`src/rtl/otter_mmio_pkg.sv`:
```
// Register map offsets and control bit positions shared by the MMIO hub.
package otter_mmio_pkg;
  localparam logic [11:0] OUT_OFS      = 12'h000;
  localparam logic [11:0] IN_OFS       = 12'h100;
  localparam logic [11:0] CNT_LO_OFS   = 12'h200;
  localparam logic [11:0] CNT_HI_OFS   = 12'h204;
  localparam logic [11:0] CNT_CTRL_OFS = 12'h208;
  localparam logic [11:0] IRQ_PEND_OFS = 12'h300;
  localparam logic [11:0] IRQ_MASK_OFS = 12'h304;

  localparam int CTRL_RUN = 0;
  localparam int CTRL_CLR = 1;
endpackage

```
`src/rtl/otter_sync_edge.sv`:
```
// Two-flop synchroniser plus one delay stage; flags any bit change of the synced value.
module otter_sync_edge #(
  parameter int W = 16
) (
  input  logic         clk,
  input  logic         rst,
  input  logic [W-1:0] d,
  output logic [W-1:0] q,
  output logic         changed
);
  logic [W-1:0] s1, s2, s3;

  always_ff @(posedge clk or posedge rst) begin
    if (rst) begin
      s1 <= '0;
      s2 <= '0;
      s3 <= '0;
    end else begin
      s1 <= d;
      s2 <= s1;
      s3 <= s2;
    end
  end

  assign q       = s2;
  assign changed = (s2 != s3);
endmodule

```
`src/rtl/otter_mmio_hub.sv`:
```
// OTTER IOBUS peripheral hub: output regs, synced inputs, cycle counter with
// atomic 64-bit read, and masked change-detect interrupt.
module otter_mmio_hub
  import otter_mmio_pkg::*;
#(
  parameter logic [31:0] BASE_AD = 32'h1100_0000,
  parameter int NUM_OUT = 2,
  parameter int OUT_W   = 16,
  parameter int NUM_IN  = 1,
  parameter int IN_W    = 16,
  parameter int CNT_W   = 64
) (
  input  logic                     CLK,
  input  logic                     RESET,
  input  logic [31:0]              IOBUS_ADDR,
  input  logic [31:0]              IOBUS_OUT,
  input  logic                     IOBUS_WR,
  input  logic                     IOBUS_RD,
  output logic [31:0]              IOBUS_IN,
  input  logic [NUM_IN*IN_W-1:0]   PINS_IN,
  output logic [NUM_OUT*OUT_W-1:0] PINS_OUT,
  output logic                     INTR
);
  logic [31:0] ofs_full;
  logic [11:0] ofs;
  logic [5:0]  idx;
  logic        hit;

  // Addresses below the base wrap to a huge offset and so miss the window.
  assign ofs_full = IOBUS_ADDR - BASE_AD;
  assign hit      = (ofs_full[31:12] == 20'h0) && (ofs_full[1:0] == 2'b00);
  assign ofs      = ofs_full[11:0];
  assign idx      = ofs[7:2];

  logic wr_out, wr_ctrl, wr_pend, wr_mask, rd_lo;
  assign wr_out  = IOBUS_WR && hit && (ofs[11:8] == OUT_OFS[11:8]);
  assign wr_ctrl = IOBUS_WR && hit && (ofs == CNT_CTRL_OFS);
  assign wr_pend = IOBUS_WR && hit && (ofs == IRQ_PEND_OFS);
  assign wr_mask = IOBUS_WR && hit && (ofs == IRQ_MASK_OFS);
  assign rd_lo   = IOBUS_RD && hit && (ofs == CNT_LO_OFS);

  logic [NUM_OUT-1:0][OUT_W-1:0] out_q;
  logic [NUM_IN-1:0][IN_W-1:0]   in_q;
  logic [NUM_IN-1:0]             chg, pend, mask;
  logic [CNT_W-1:0]              cnt;
  logic [CNT_W-33:0]             hi_q;
  logic                          run;

  for (genvar j = 0; j < NUM_IN; j++) begin : g_in
    otter_sync_edge #(.W(IN_W)) u_sync (
      .clk     (CLK),
      .rst     (RESET),
      .d       (PINS_IN[j*IN_W +: IN_W]),
      .q       (in_q[j]),
      .changed (chg[j])
    );
  end

  always_ff @(posedge CLK or posedge RESET) begin
    if (RESET) begin
      out_q <= '0;
    end else begin
      for (int i = 0; i < NUM_OUT; i++)
        if (wr_out && idx == 6'(i)) out_q[i] <= IOBUS_OUT[OUT_W-1:0];
    end
  end

  // CLR wins over the increment; RUN comes from the same write.
  always_ff @(posedge CLK or posedge RESET) begin
    if (RESET) begin
      cnt  <= '0;
      hi_q <= '0;
      run  <= 1'b1;
    end else begin
      if (wr_ctrl) run <= IOBUS_OUT[CTRL_RUN];
      if (wr_ctrl && IOBUS_OUT[CTRL_CLR]) cnt <= '0;
      else if (run)                       cnt <= cnt + CNT_W'(1);
      if (rd_lo) hi_q <= cnt[CNT_W-1:32];
    end
  end

  // A change arriving in the same cycle as a W1C keeps the pending bit set.
  always_ff @(posedge CLK or posedge RESET) begin
    if (RESET) begin
      pend <= '0;
      mask <= '0;
      INTR <= 1'b0;
    end else begin
      pend <= (pend & ~(wr_pend ? IOBUS_OUT[NUM_IN-1:0] : '0)) | chg;
      if (wr_mask) mask <= IOBUS_OUT[NUM_IN-1:0];
      INTR <= |(pend & mask);
    end
  end

  always_comb begin
    IOBUS_IN = '0;
    if (hit) begin
      if (ofs[11:8] == OUT_OFS[11:8]) begin
        for (int i = 0; i < NUM_OUT; i++)
          if (idx == 6'(i)) IOBUS_IN = 32'(out_q[i]);
      end else if (ofs[11:8] == IN_OFS[11:8]) begin
        for (int j = 0; j < NUM_IN; j++)
          if (idx == 6'(j)) IOBUS_IN = 32'(in_q[j]);
      end else begin
        case (ofs)
          CNT_LO_OFS:   IOBUS_IN = cnt[31:0];
          CNT_HI_OFS:   IOBUS_IN = 32'(hi_q);
          CNT_CTRL_OFS: IOBUS_IN[CTRL_RUN] = run;
          IRQ_PEND_OFS: IOBUS_IN = 32'(pend);
          IRQ_MASK_OFS: IOBUS_IN = 32'(mask);
          default:      ;
        endcase
      end
    end
  end

  assign PINS_OUT = out_q;

  logic unused_wdata;
  assign unused_wdata = &{1'b0, IOBUS_OUT};
endmodule
```
`config.mk`:
```
export PLATFORM = sky130hd
export DESIGN_NAME = otter_mmio_hub
export DESIGN_NICKNAME = d
export VERILOG_FILES = /design/src/rtl/otter_mmio_pkg.sv /design/src/rtl/otter_sync_edge.sv /design/src/rtl/otter_mmio_hub.sv
export SDC_FILE = /design/constraint.sdc
export NUM_CORES = 1
export LEC_CHECK = 0
export ABC_CLOCK_PERIOD_IN_PS = 15610
export CAP_MARGIN = 20
export CORE_UTILIZATION = 45
export DETAILED_ROUTE_END_ITERATION = 8
export PLACE_DENSITY = 0.7
export SLEW_MARGIN = 20
export SYNTH_ARGS = -nofsm -noshare
export SYNTH_HDL_FRONTEND = slang
export SYNTH_SLANG_ARGS = --single-unit
```
`constraint.sdc`:
```
create_clock -name CLK -period 15.61 [get_ports CLK]
set_input_delay 3.122 -clock CLK [delete_from_list [all_inputs] [get_ports CLK]]
set_output_delay 3.122 -clock CLK [all_outputs]
set_load 0.02 [all_outputs]
```
* Word-level counts from Yosys, hierarchy flattened
Cells that the tools add are included.
** Word-level totals
- Bits in registers :: 180
- Input bits :: 84
- Output and inout bits :: 65
- Word-level logic and storage cells :: 52
** Cells by class
- Add/subtract/negate cells :: 2
- Equal/unequal tests :: 8
- Multiplexer cells :: 11
- Bitwise logic cells :: 4
- Reduce and logical (&&, ||, !) cells :: 16
** Operators by type and width (number)
- $mux 32 :: 4
- $mux 64 :: 2
- $add 64x1->64 const B :: 1
- $pmux 31 s2 :: 1
- $eq 12x10->1 const B :: 5
- $mux 16 :: 2
- $sub 32x29->32 const B :: 1
- $logic_not 20->1 :: 1
- $ne 16x16->1 :: 1
- $logic_and 1x1->1 :: 11
- $eq 6x1->1 const B :: 1
- $logic_not 6->1 :: 1
- $pmux 1 s5 :: 1
- $eq 4x1->1 const B :: 1
- $logic_not 4->1 :: 1
- $and 1x1->1 :: 2
- $logic_not 2->1 :: 1
- $reduce_bool 2->1 :: 1
- $mux 1 :: 1
- $not 1->1 :: 1
- $or 1x1->1 :: 1

* Logic depth before layout (Yosys ltp)
Gate-level depths: netlist of the first run.
- Depth in word-level cells :: 9
- Depth in mapped cells :: 8
- Gate-level depth less buffers :: 6

* Modules after synthesis
Synthesis of the first run repeated with hierarchy kept, for this count alone.
** Second synthesis, totals
- Cell total of the unflattened synthesis :: 746
- Area total of the unflattened synthesis :: 8478.1 um^2
** Modules (own cells, without submodules)
- otter_mmio_hub :: times used 1, cells an instance 676, area an instance 7101.8 um^2, sequential area each 3304.4 um^2
- otter_sync_edge :: times used 1, cells an instance 70, area an instance 1376.3 um^2, sequential area each 1201.2 um^2

* Worst setup path before layout of the first run
Ideal clock, no wire load.
- Path kind :: in2out
- Start point :: in IOBUS_ADDR[7]
- End point :: out IOBUS_IN[12]
- Arrival time :: 5.221 ns
- Data required time :: 12.488 ns
- Slack :: 7.267 ns
- Stages on the path :: 7
- Buffers on the path :: 2
- Cell sequence :: or4_1 -> buf_2 -> nor3b_2 -> nor4b_4 -> buf_2 -> a221oi_1 -> nor4_1
** On the way
- Cells in the longest elaborated chain, start to end :: 6
- Elaborated cells between the ends (all ways) :: 16
- Classes of those cells :: add/sub: 1; eq/ne: 4; mux: 7; reduce/logical: 4
** Ends and longest elaborated chain
- start, declared :: RTL line otter_mmio_hub.sv:15 : input logic [31:0] IOBUS_ADDR,
- $sub 32x29->32 * :: RTL line otter_mmio_hub.sv:30 : assign ofs_full = IOBUS_ADDR - BASE_AD;
- $eq 12x10->1 or $logic_not 6->1 (tied branches) :: RTL line otter_mmio_hub.sv:105, otter_mmio_hub.sv:100, otter_mmio_hub.sv:103
- $pmux 31 s2, or another cell as far along :: RTL line otter_mmio_hub.sv:105 : case (ofs)
- $mux 32 (on tied branches) :: RTL line otter_mmio_hub.sv:101, otter_mmio_hub.sv:100
- $mux 32 :: RTL line otter_mmio_hub.sv:98 : if (ofs[11:8] == OUT_OFS[11:8]) begin
- $mux 32 * :: RTL line otter_mmio_hub.sv:97 : if (hit) begin
- end, declared :: RTL line otter_mmio_hub.sv:19 : output logic [31:0] IOBUS_IN,
Every way passes the cells marked *; elsewhere a longest branch is shown, timed or not.

* Final worst setup path of the first run
Same ends and word-level chain as after synthesis.

==> results of run 1 <==
-- power breakdown --
| group | leakage, nW | internal [W] | switching [W] | total (W) |
|---|---|---|---|---|
| Combinational | 2.03 | 0.0000195 | 0.0000207 | 0.0000402 |
| Clock | 0.282 | 0.000228 | 0.000197 | 0.000425 |
| Sequential | 2.06 | 0.000472 | 0.00000383 | 0.000476 |
-- per-stage QoR --
stage,power (W),utilization,cells
finish,0.000942,0.576,1099
global route,0.000974,0.576,1099
detailed placement,0.000526,0.543,1067
global placement,0.000526,0.543,1067
CTS,0.000951,0.576,1099
floorplan,0.000500,-,739
-- cells in the mapped netlist, types with 10 or more instances --
cell type    n
a21oi_1     45
a221oi_1    32
a22oi_1     16
and3_1      11
buf_2       11
clkbuf_1    22
dfrtp_1    179
mux2_1      55
mux2_4      10
nand2_1     28
nand3_1     23
nand4_1     28
nor2_1      65
nor3_1      12
nor4_1      30
o21ai_0     22
or3_1       26
or4_1       10
xor2_1      41
-- cells by family (layout without fill, tap and decap cells) --
kind of cell	count (synthesis)	after routing	share of synthesized area
DFF	180	180	0.539
adders and majority gates	1	1	0.00150
muxes	68	68	0.0957
xor gates and xnor gates	50	50	0.0524
and+or+nand+nor	266	266	0.185
buffers and inverters	48	179	0.0286
AOI/OAI and AO/OA	126	126	0.0983
-- layer usage --
layer	part of all wire	routed length, microns	vias to the layer above
met1	0.47	9590	3174
met2	0.45	9090	185
met3	0.053	1070	26
met5	0	0	-
li1	-	-	2994
met4	0.022	452	0
-- worst paths after layout --
check | endpoint | depth (start not counted)
max in group asynchronous | cnt[11] | 3
hold / removal | g_in[0].u_sync.q[9] | 0
setup reg to reg | cnt[54] | 5
min in group asynchronous | cnt[19] | 2
hold reg to reg | g_in[0].u_sync.q[9] | 0
setup / recovery | IOBUS_IN[12] | 9
-- flip-flops by register name (all words and copies together) (netlist names) --
signal and count:
PINS_OUT 32, g_in.u_sync.s3 16, run 1, pend 1, g_in.u_sync.q 16, hi_q 32
mask 1, cnt 64, INTR 1, g_in.u_sync.s1 16
-- worst max-delay path: stages --
cell and delay [ns]:
clkdlybuf4s50_1 0.39, or4_1 0.72, nor3b_2 0.25, buf_4 0.30, nor4b_4 0.25, buf_4 0.38
a221oi_1 0.22, nor4_1 0.30, clkdlybuf4s50_1 0.67
-- area by class of cell --
class | count | area, sq um | area share
clock inverters | 15 | 166 | 0.0160
multi-input cells | 511 | 3620 | 0.348
clock buffers | 17 | 425 | 0.0408
well taps | 229 | 287 | 0.0275
repair buffers | 140 | 1380 | 0.133
inverters | 7 | 31.3 | 0.00300
flip-flops and latches | 180 | 4510 | 0.432
-- placed cells by master (no fill, tap or decap), types with 6 or more instances in the layout --
| cell | netlist | final |
|---|---|---|
| nor3_1 | 12 | 11 |
| nand2_1 | 28 | 28 |
| or3_1 | 26 | 26 |
| and4_1 | 8 | 8 |
| nand4_1 | 28 | 28 |
| nor4_2 | 6 | 6 |
| mux2_4 | 10 | 10 |
| clkdlybuf4s50_1 | 0 | 132 |
| inv_1 | 7 | 6 |
| o31ai_1 | 6 | 6 |
| nor4_1 | 30 | 30 |
| a221oi_1 | 32 | 32 |
| xor2_1 | 41 | 41 |
| nor2_1 | 65 | 65 |
| and3_1 | 11 | 11 |
| clkbuf_16 | 0 | 17 |
| mux2_1 | 55 | 55 |
| a22oi_1 | 16 | 16 |
| nand3_1 | 23 | 23 |
| o21ai_0 | 22 | 22 |
| buf_4 | 4 | 8 |
| or4_1 | 10 | 10 |
| xnor2_1 | 9 | 9 |
| a21oi_1 | 45 | 45 |
| dfrtp_1 | 179 | 179 |
==> results.ini, run 1 <==
[status]
status=complete, but fails checks
violations=design-rule violations

[cells_and_area]
area_growth_pct=24.6
fin_nets=942
diodes=0
n_fill_cell=1537
layout-drive-gt1-share=0.0828
design_area_sq_um=10400

[sta]
fin_tns_setup_ns=0
hold_violations=0
max_slew_margin=0.323
setup_viol=0
skew_ns=0.00959
max_freq_mhz=103
fin_crit_ns=9.74
rsz0062_at_grt=false
worst_pin_slew_ns=1.01
holdWs_ns=0.349
slew_viol_final=0
setup_ws_ns=5.87
fin_crit_sh=0.624

[worst_hold_path]
worstHoldStart=g_in[0].u_sync.s1[9]
worstHoldPathType=reg -> reg

[floorplan]
io_pins=149
num_rows=49
die_h_microns=138
start_util=0.462
fp.dieW_microns=138
core-area_sq_um=18100
die_area_sq_um=19100

[yosys]
synth_top_area_frac=0.536
avgSynthCellArea_sq_um=11.3
syn_inst=739
synth_flop_cell=dfrtp_1
synth_edf_count=0
synth_cell_types=47
synth_top_cell_by_area=dfrtp_1
synth_warnings=0
netlist_area_sq_um=8360
synth-seq-cells=180
syn-num-nets=824
yosys-top-cells-area=dfrtp_1 54%, mux2_1 7.4%, xor2_1 4.3%
yosysSeqAreaShare=0.539
async_flop_share=1.00

[drt]
viasPerCell=5.80
routed-via-count=6379
ant_nets=0
avgRoutedWirePerCell_microns=18.4
firstDrtPassIters=8
drcViolationCount=32
wl_microns=20200
drtIter0Drc=410

[clock_network]
cts_tree=built
clk-insertion-delay-late_ns=0.43
post_cts_resized=0
clk_pin_slew_ns=0.07
post_cts_buffers=0
root_buffer=clkbuf_16
cts_buffers=17
htree_levels=4
clockBufferDepth=2
postCtsHoldBufs=0
cts.sinks=180

[placement]
place_congestion=0.802
placed_area_sq_um=9830
place_ws_ns=5.92
port_buffers=132
hpwl_microns=14100

[global_routing]
grt_pass1_vias=6133
grt-ovfl-total=0
met1_usage=0.313
busiest_layer=met2
grt_pass1_wl_microns=32800
met3_usage=0.0433
grt_use_total=0.219
grt_max_degree=105
antenna_found_initial=0
grt_use_met2=0.327

[setup_path]
cp-end-kind=output port
worstPathRequired_ns=12.49
rrSetupSlack_ns=12.66
crit_fanout=31
rr_startpoint=cnt[3]
start_kind=input port
criticalPathCategory=in -> out
critPathLaunch=IOBUS_ADDR[7]
crit_arrival_ns=6.62

[run]
drv_cap=0

[power]
leakagePower_nw=4.37
cellPowerDensity_nw_per_um2=90.4
irDropWorstVdd_uv=72.8

Power figures use the tool's default switching activity.
==> run 2: changes to the inputs <==
--- a/config.mk
+++ b/config.mk
@@ -5,7 +5,7 @@
 export SDC_FILE = /design/constraint.sdc
 export NUM_CORES = 1
 export LEC_CHECK = 0
-export ABC_CLOCK_PERIOD_IN_PS = 15610
+export ABC_CLOCK_PERIOD_IN_PS = 9420
 export CAP_MARGIN = 20
 export CORE_UTILIZATION = 45
 export DETAILED_ROUTE_END_ITERATION = 8
==> constraint.sdc (replaced) <==
create_clock -name CLK -period 9.42 [get_ports CLK]
set_input_delay 1.884 -clock CLK [delete_from_list [all_inputs] [get_ports CLK]]
set_output_delay 1.884 -clock CLK [all_outputs]
set_load 0.02 [all_outputs]
==> results.ini, run 2 (synthesized netlist as in run 1, its figures left out) <==
[drt]
viasPerCell=5.81
wl_microns=20300
avgRoutedWirePerCell_microns=18.4
drcViolationCount=32
firstDrtPassIters=7
routed-via-count=6394
drtIter0Drc=405
ant_nets=0

[sta]
fin_crit_sh=0.806
hold_violations=0
rsz0062_at_grt=false
setup_viol=0
skew_ns=0.0117
fin_crit_ns=7.59
slew_viol_final=0
max_slew_margin=0.396
worst_pin_slew_ns=0.906
fin_tns_setup_ns=0
max_freq_mhz=132

[setup_path]
criticalPathCategory=in -> out
start_kind=input port
critical-path-top-delay-family=simple AND/OR/NAND/NOR gates
cp-end-kind=output port
slowest_stage=or4_1
worstPathRequired_ns=7.54
crit_fanout=20
cp_slowest_stage_delay_ns=0.71
path_cells=clkdlybuf4s50_1 -> or4_1 -> nor3b_2 -> buf_4 -> nor4b_4 -> buf_6 -> buf_4 -> a221oi_1 -> nor4_2 -> clkdlybuf4s50_1
crit_buf_inv=5
crit_arrival_ns=5.71

[placement]
placed_area_sq_um=9840
port_buffers=132
hpwl_microns=14100
post-place-cells=1068
place_congestion=0.859

[cells_and_area]
fin_nets=944
design_area_sq_um=10500
register_area_sq_um=4510
final_cell_mix=179 x dfrtp_1, 132 x clkdlybuf4s50_1, 65 x nor2_1, 55 x mux2_1, 45 x a21oi_1
layout-drive-gt1-share=0.0850
n_fill_cell=1477
final_common_cell=dfrtp_1
multi_input_area_sq_um=3630
largest_reg_flops=64
stdcell_count=1100
diodes=0
regMostFlops=cnt
area_growth_pct=25.0

[power]
leakagePower_nw=4.40
cellPowerDensity_nw_per_um2=151
irDropWorstVdd_uv=120

[clock_network]
clockBufferDepth=2
clk-insertion-delay-late_ns=0.43
cts_buffers=17
clk_pin_slew_ns=0.06
cts_tree=built
postCtsHoldBufs=0
root_buffer=clkbuf_16
post_cts_resized=0
cts.sinks=180
htree_levels=4
post_cts_buffers=0

[floorplan]
core-area_sq_um=18100
start_util=0.462
die_h_microns=138
num_rows=49
io_pins=149
die_area_sq_um=19100
fp.dieW_microns=138

[worst_hold_path]
worstHoldPathType=reg -> reg

[global_routing]
grt_pass1_wl_microns=32800
grt-ovfl-total=0
grt_max_degree=74
grt_use_total=0.219
grt_pass1_vias=6077
antenna_found_initial=0

[status]
status=complete, but fails checks
violations=design-rule violations

[run]
drv_cap=0

## run 2: stage by stage
step | hold slack (ns) | utilization | setup WS [ns] | total power (W)
6_report | 0.349 | 0.578 | 1.83 | 0.00158
5_1_grt | 0.357 | 0.578 | 1.71 | 0.00162
4_1_cts | 0.350 | 0.577 | 1.58 | 0.00159
3_5_place_dp | 0.335 | 0.544 | 1.60 | 0.000872
3_3_place_gp | 0.333 | 0.544 | 1.68 | 0.000871
2_1_floorplan | 0.331 | - | 2.65 | 0.000829
## run 2: power by group
part	switching, W	internal [W]	total, W
clock	0.000311	0.000410	0.000721
sequential	0.00000648	0.000783	0.000790
combinational	0.0000343	0.0000326	0.0000669
## run 2: final timing paths
path	from	to	slack [ns]	cells after the start
hold / removal	g_in[0].u_sync.s1[10]	g_in[0].u_sync.q[10]	0.35	0
setup / recovery	IOBUS_ADDR[7]	IOBUS_IN[14]	1.83	10
hold reg to reg	g_in[0].u_sync.s1[10]	g_in[0].u_sync.q[10]	0.35	0
min in group asynchronous	RESET	cnt[21]	1.93	2
max in group asynchronous	RESET	g_in[0].u_sync.q[9]	6.30	3
setup reg to reg	cnt[3]	cnt[54]	6.53	5
## run 2: final cells by class
type / count / share of cell area
flip-flops and latches: 180 / 0.431
multi-input cells: 511 / 0.347
repair buffers: 142 / 0.134
clock buffers: 19 / 0.0433
well taps: 229 / 0.0274
clock inverters: 12 / 0.0139
inverters: 7 / 0.00299
## run 2: per-layer routing
metal | global-route usage | wire [microns] | vias to the layer above
met5 | 0 | 0 | -
met3 | 0.0398 | 1200 | 32
met4 | 0.0887 | 485 | 0
li1 | - | - | 3000
met1 | 0.317 | 9510 | 3165
met2 | 0.327 | 9060 | 197
==> run 3: changes to the inputs <==
--- a/config.mk
+++ b/config.mk
@@ -5,11 +5,11 @@
 export SDC_FILE = /design/constraint.sdc
 export NUM_CORES = 1
 export LEC_CHECK = 0
-export ABC_CLOCK_PERIOD_IN_PS = 9420
+export ABC_CLOCK_PERIOD_IN_PS = 6400
 export CAP_MARGIN = 20
 export CORE_UTILIZATION = 45
 export DETAILED_ROUTE_END_ITERATION = 8
-export PLACE_DENSITY = 0.7
+export PLACE_DENSITY = 0.73
 export SLEW_MARGIN = 20
 export SYNTH_ARGS = -nofsm -noshare
 export SYNTH_HDL_FRONTEND = slang
==> constraint.sdc (replaced) <==
create_clock -name CLK -period 6.4 [get_ports CLK]
set_input_delay 1.28 -clock CLK [delete_from_list [all_inputs] [get_ports CLK]]
set_output_delay 1.28 -clock CLK [all_outputs]
set_load 0.02 [all_outputs]
==> results.ini, run 3 (synthesized netlist as in run 1, its figures left out) <==
[placement]
hpwl_microns=14100
place_congestion=0.867
place_ws_ns=0.708
port_buffers=132

[floorplan]
die_area_sq_um=19100
io_pins=149
fp.dieW_microns=138
core-area_sq_um=18100
start_util=0.462
num_rows=49
die_h_microns=138

[clock_network]
post_cts_resized=0
root_buffer=clkbuf_16
cts_buffers=17
clk_pin_slew_ns=0.07
post_cts_buffers=0
clk-insertion-delay-late_ns=0.43
cts_tree=built
htree_levels=4
postCtsHoldBufs=0
cts.sinks=180
clockBufferDepth=2

[sta]
fin_tns_setup_ns=0
hold_violations=0
slew_viol_final=0
skew_ns=0.0104
fin_crit_ns=5.69
max_slew_margin=0.435
holdWs_ns=0.348
max_freq_mhz=176
worst_pin_slew_ns=0.848
setup_ws_ns=0.712
fin_crit_sh=0.889
rsz0062_at_grt=false
setup_viol=0

[setup_path]
critPathLaunch=IOBUS_ADDR[7]
path_cells=clkdlybuf4s50_1 -> or4_1 -> nor3b_2 -> nor4b_4 -> buf_4 -> a221oi_1 -> nor4_1 -> clkdlybuf4s50_1
critical_path.most_common_cell=clkdlybuf4s50_1
rr_startpoint=cnt[3]
cp-end-kind=output port
cp.depth=8
crit_buf_inv=3
critical-path-top-delay-family=simple AND/OR/NAND/NOR gates
start_kind=input port
rrSetupSlack_ns=3.38
slowest_stage=or4_1
r2r-end=cnt[54]
cp_slowest_stage_delay_ns=0.72
criticalPathCategory=in -> out
crit_arrival_ns=4.41
crit_fanout=31
reg2regPathDepth=5
worstPathRequired_ns=5.12

[global_routing]
grt_pass1_vias=6234
antenna_found_initial=0
grt_pass1_wl_microns=33500
grt_max_degree=81
grt_use_total=0.224
grt-ovfl-total=0

[worst_hold_path]
min_to=g_in[0].u_sync.q[8]
worstHoldPathType=reg -> reg
holdPathStages=0
worstHoldStart=g_in[0].u_sync.s1[8]

[cells_and_area]
final_util=0.576
largest_reg_flops=64
fin_nets=944
area_growth_pct=24.5
diodes=0
layout-drive-gt1-share=0.0849
final_cell_mix=179 x dfrtp_1, 132 x clkdlybuf4s50_1, 65 x nor2_1, 55 x mux2_1, 45 x a21oi_1
final_common_cell=dfrtp_1
regMostFlops=cnt

[drt]
firstDrtPassIters=7
wl_microns=20400
avgRoutedWirePerCell_microns=18.5
viasPerCell=5.83
dr_wl_met2_microns=9520
routed-via-count=6420
drtIter0Drc=591
met3WireLength_microns=1150
wl_met1_microns=9390
routed.top_layer=met4
drcViolationCount=32
ant_nets=0

[run]
drv_cap=0

[power]
irDropWorstVdd_uv=198
finalPower_w=0.00227
leakagePower_nw=4.38
cellPowerDensity_nw_per_um2=218

[status]
status=complete, but fails checks
violations=design-rule violations

## run 3: routing by layer
metal	vias to the layer above	global-route usage
met2	184	0.354
met4	0	0.0668
met5	-	0
met3	23	0.0540
met1	3214	0.306
li1	2999	-
## run 3: power breakdown
part	switching, W	total, W	internal (W)
registers	0.00000974	0.00116	0.00115
clock network	0.000454	0.00101	0.000553
logic	0.0000506	0.0000987	0.0000481
total	0.000515	0.00227	0.00175
## run 3: stage by stage
step           instance area (sq um)  instances
3_3_place_gp                    9840       1068
3_5_place_dp                    9840       1068
4_1_cts                        10400       1100
5_1_grt                        10400       1101
2_1_floorplan                   8360        739
6_report                       10400       1101
## run 3: how the worst max path moves through the flow
stage / endpoint / slack, ns
global route: IOBUS_IN[1] / 0.57
global placement: IOBUS_IN[1] / 0.72
CTS: IOBUS_IN[2] / 0.69
detailed placement: IOBUS_IN[11] / 0.71
floorplan: INTR / 0.23
finish: IOBUS_IN[2] / 0.71
## run 3: worst register-to-register path, stage by stage, from the launching register on
cell,delay (ns)
dfrtp_1,0.45
nand4_1,0.45
nor4_2,0.61
nand4_1,0.58
or4_1,0.67
a21oi_1,0.17
## run 3: final cells by class
type	count	area (sq um)
sequential	180	4510
clock buffer	19	443
clock inverter	13	124
tap	229	287
timing repair buffer	142	1390
multi-input combinational	511	3630
fill	1505	7680
inverter	7	31.3
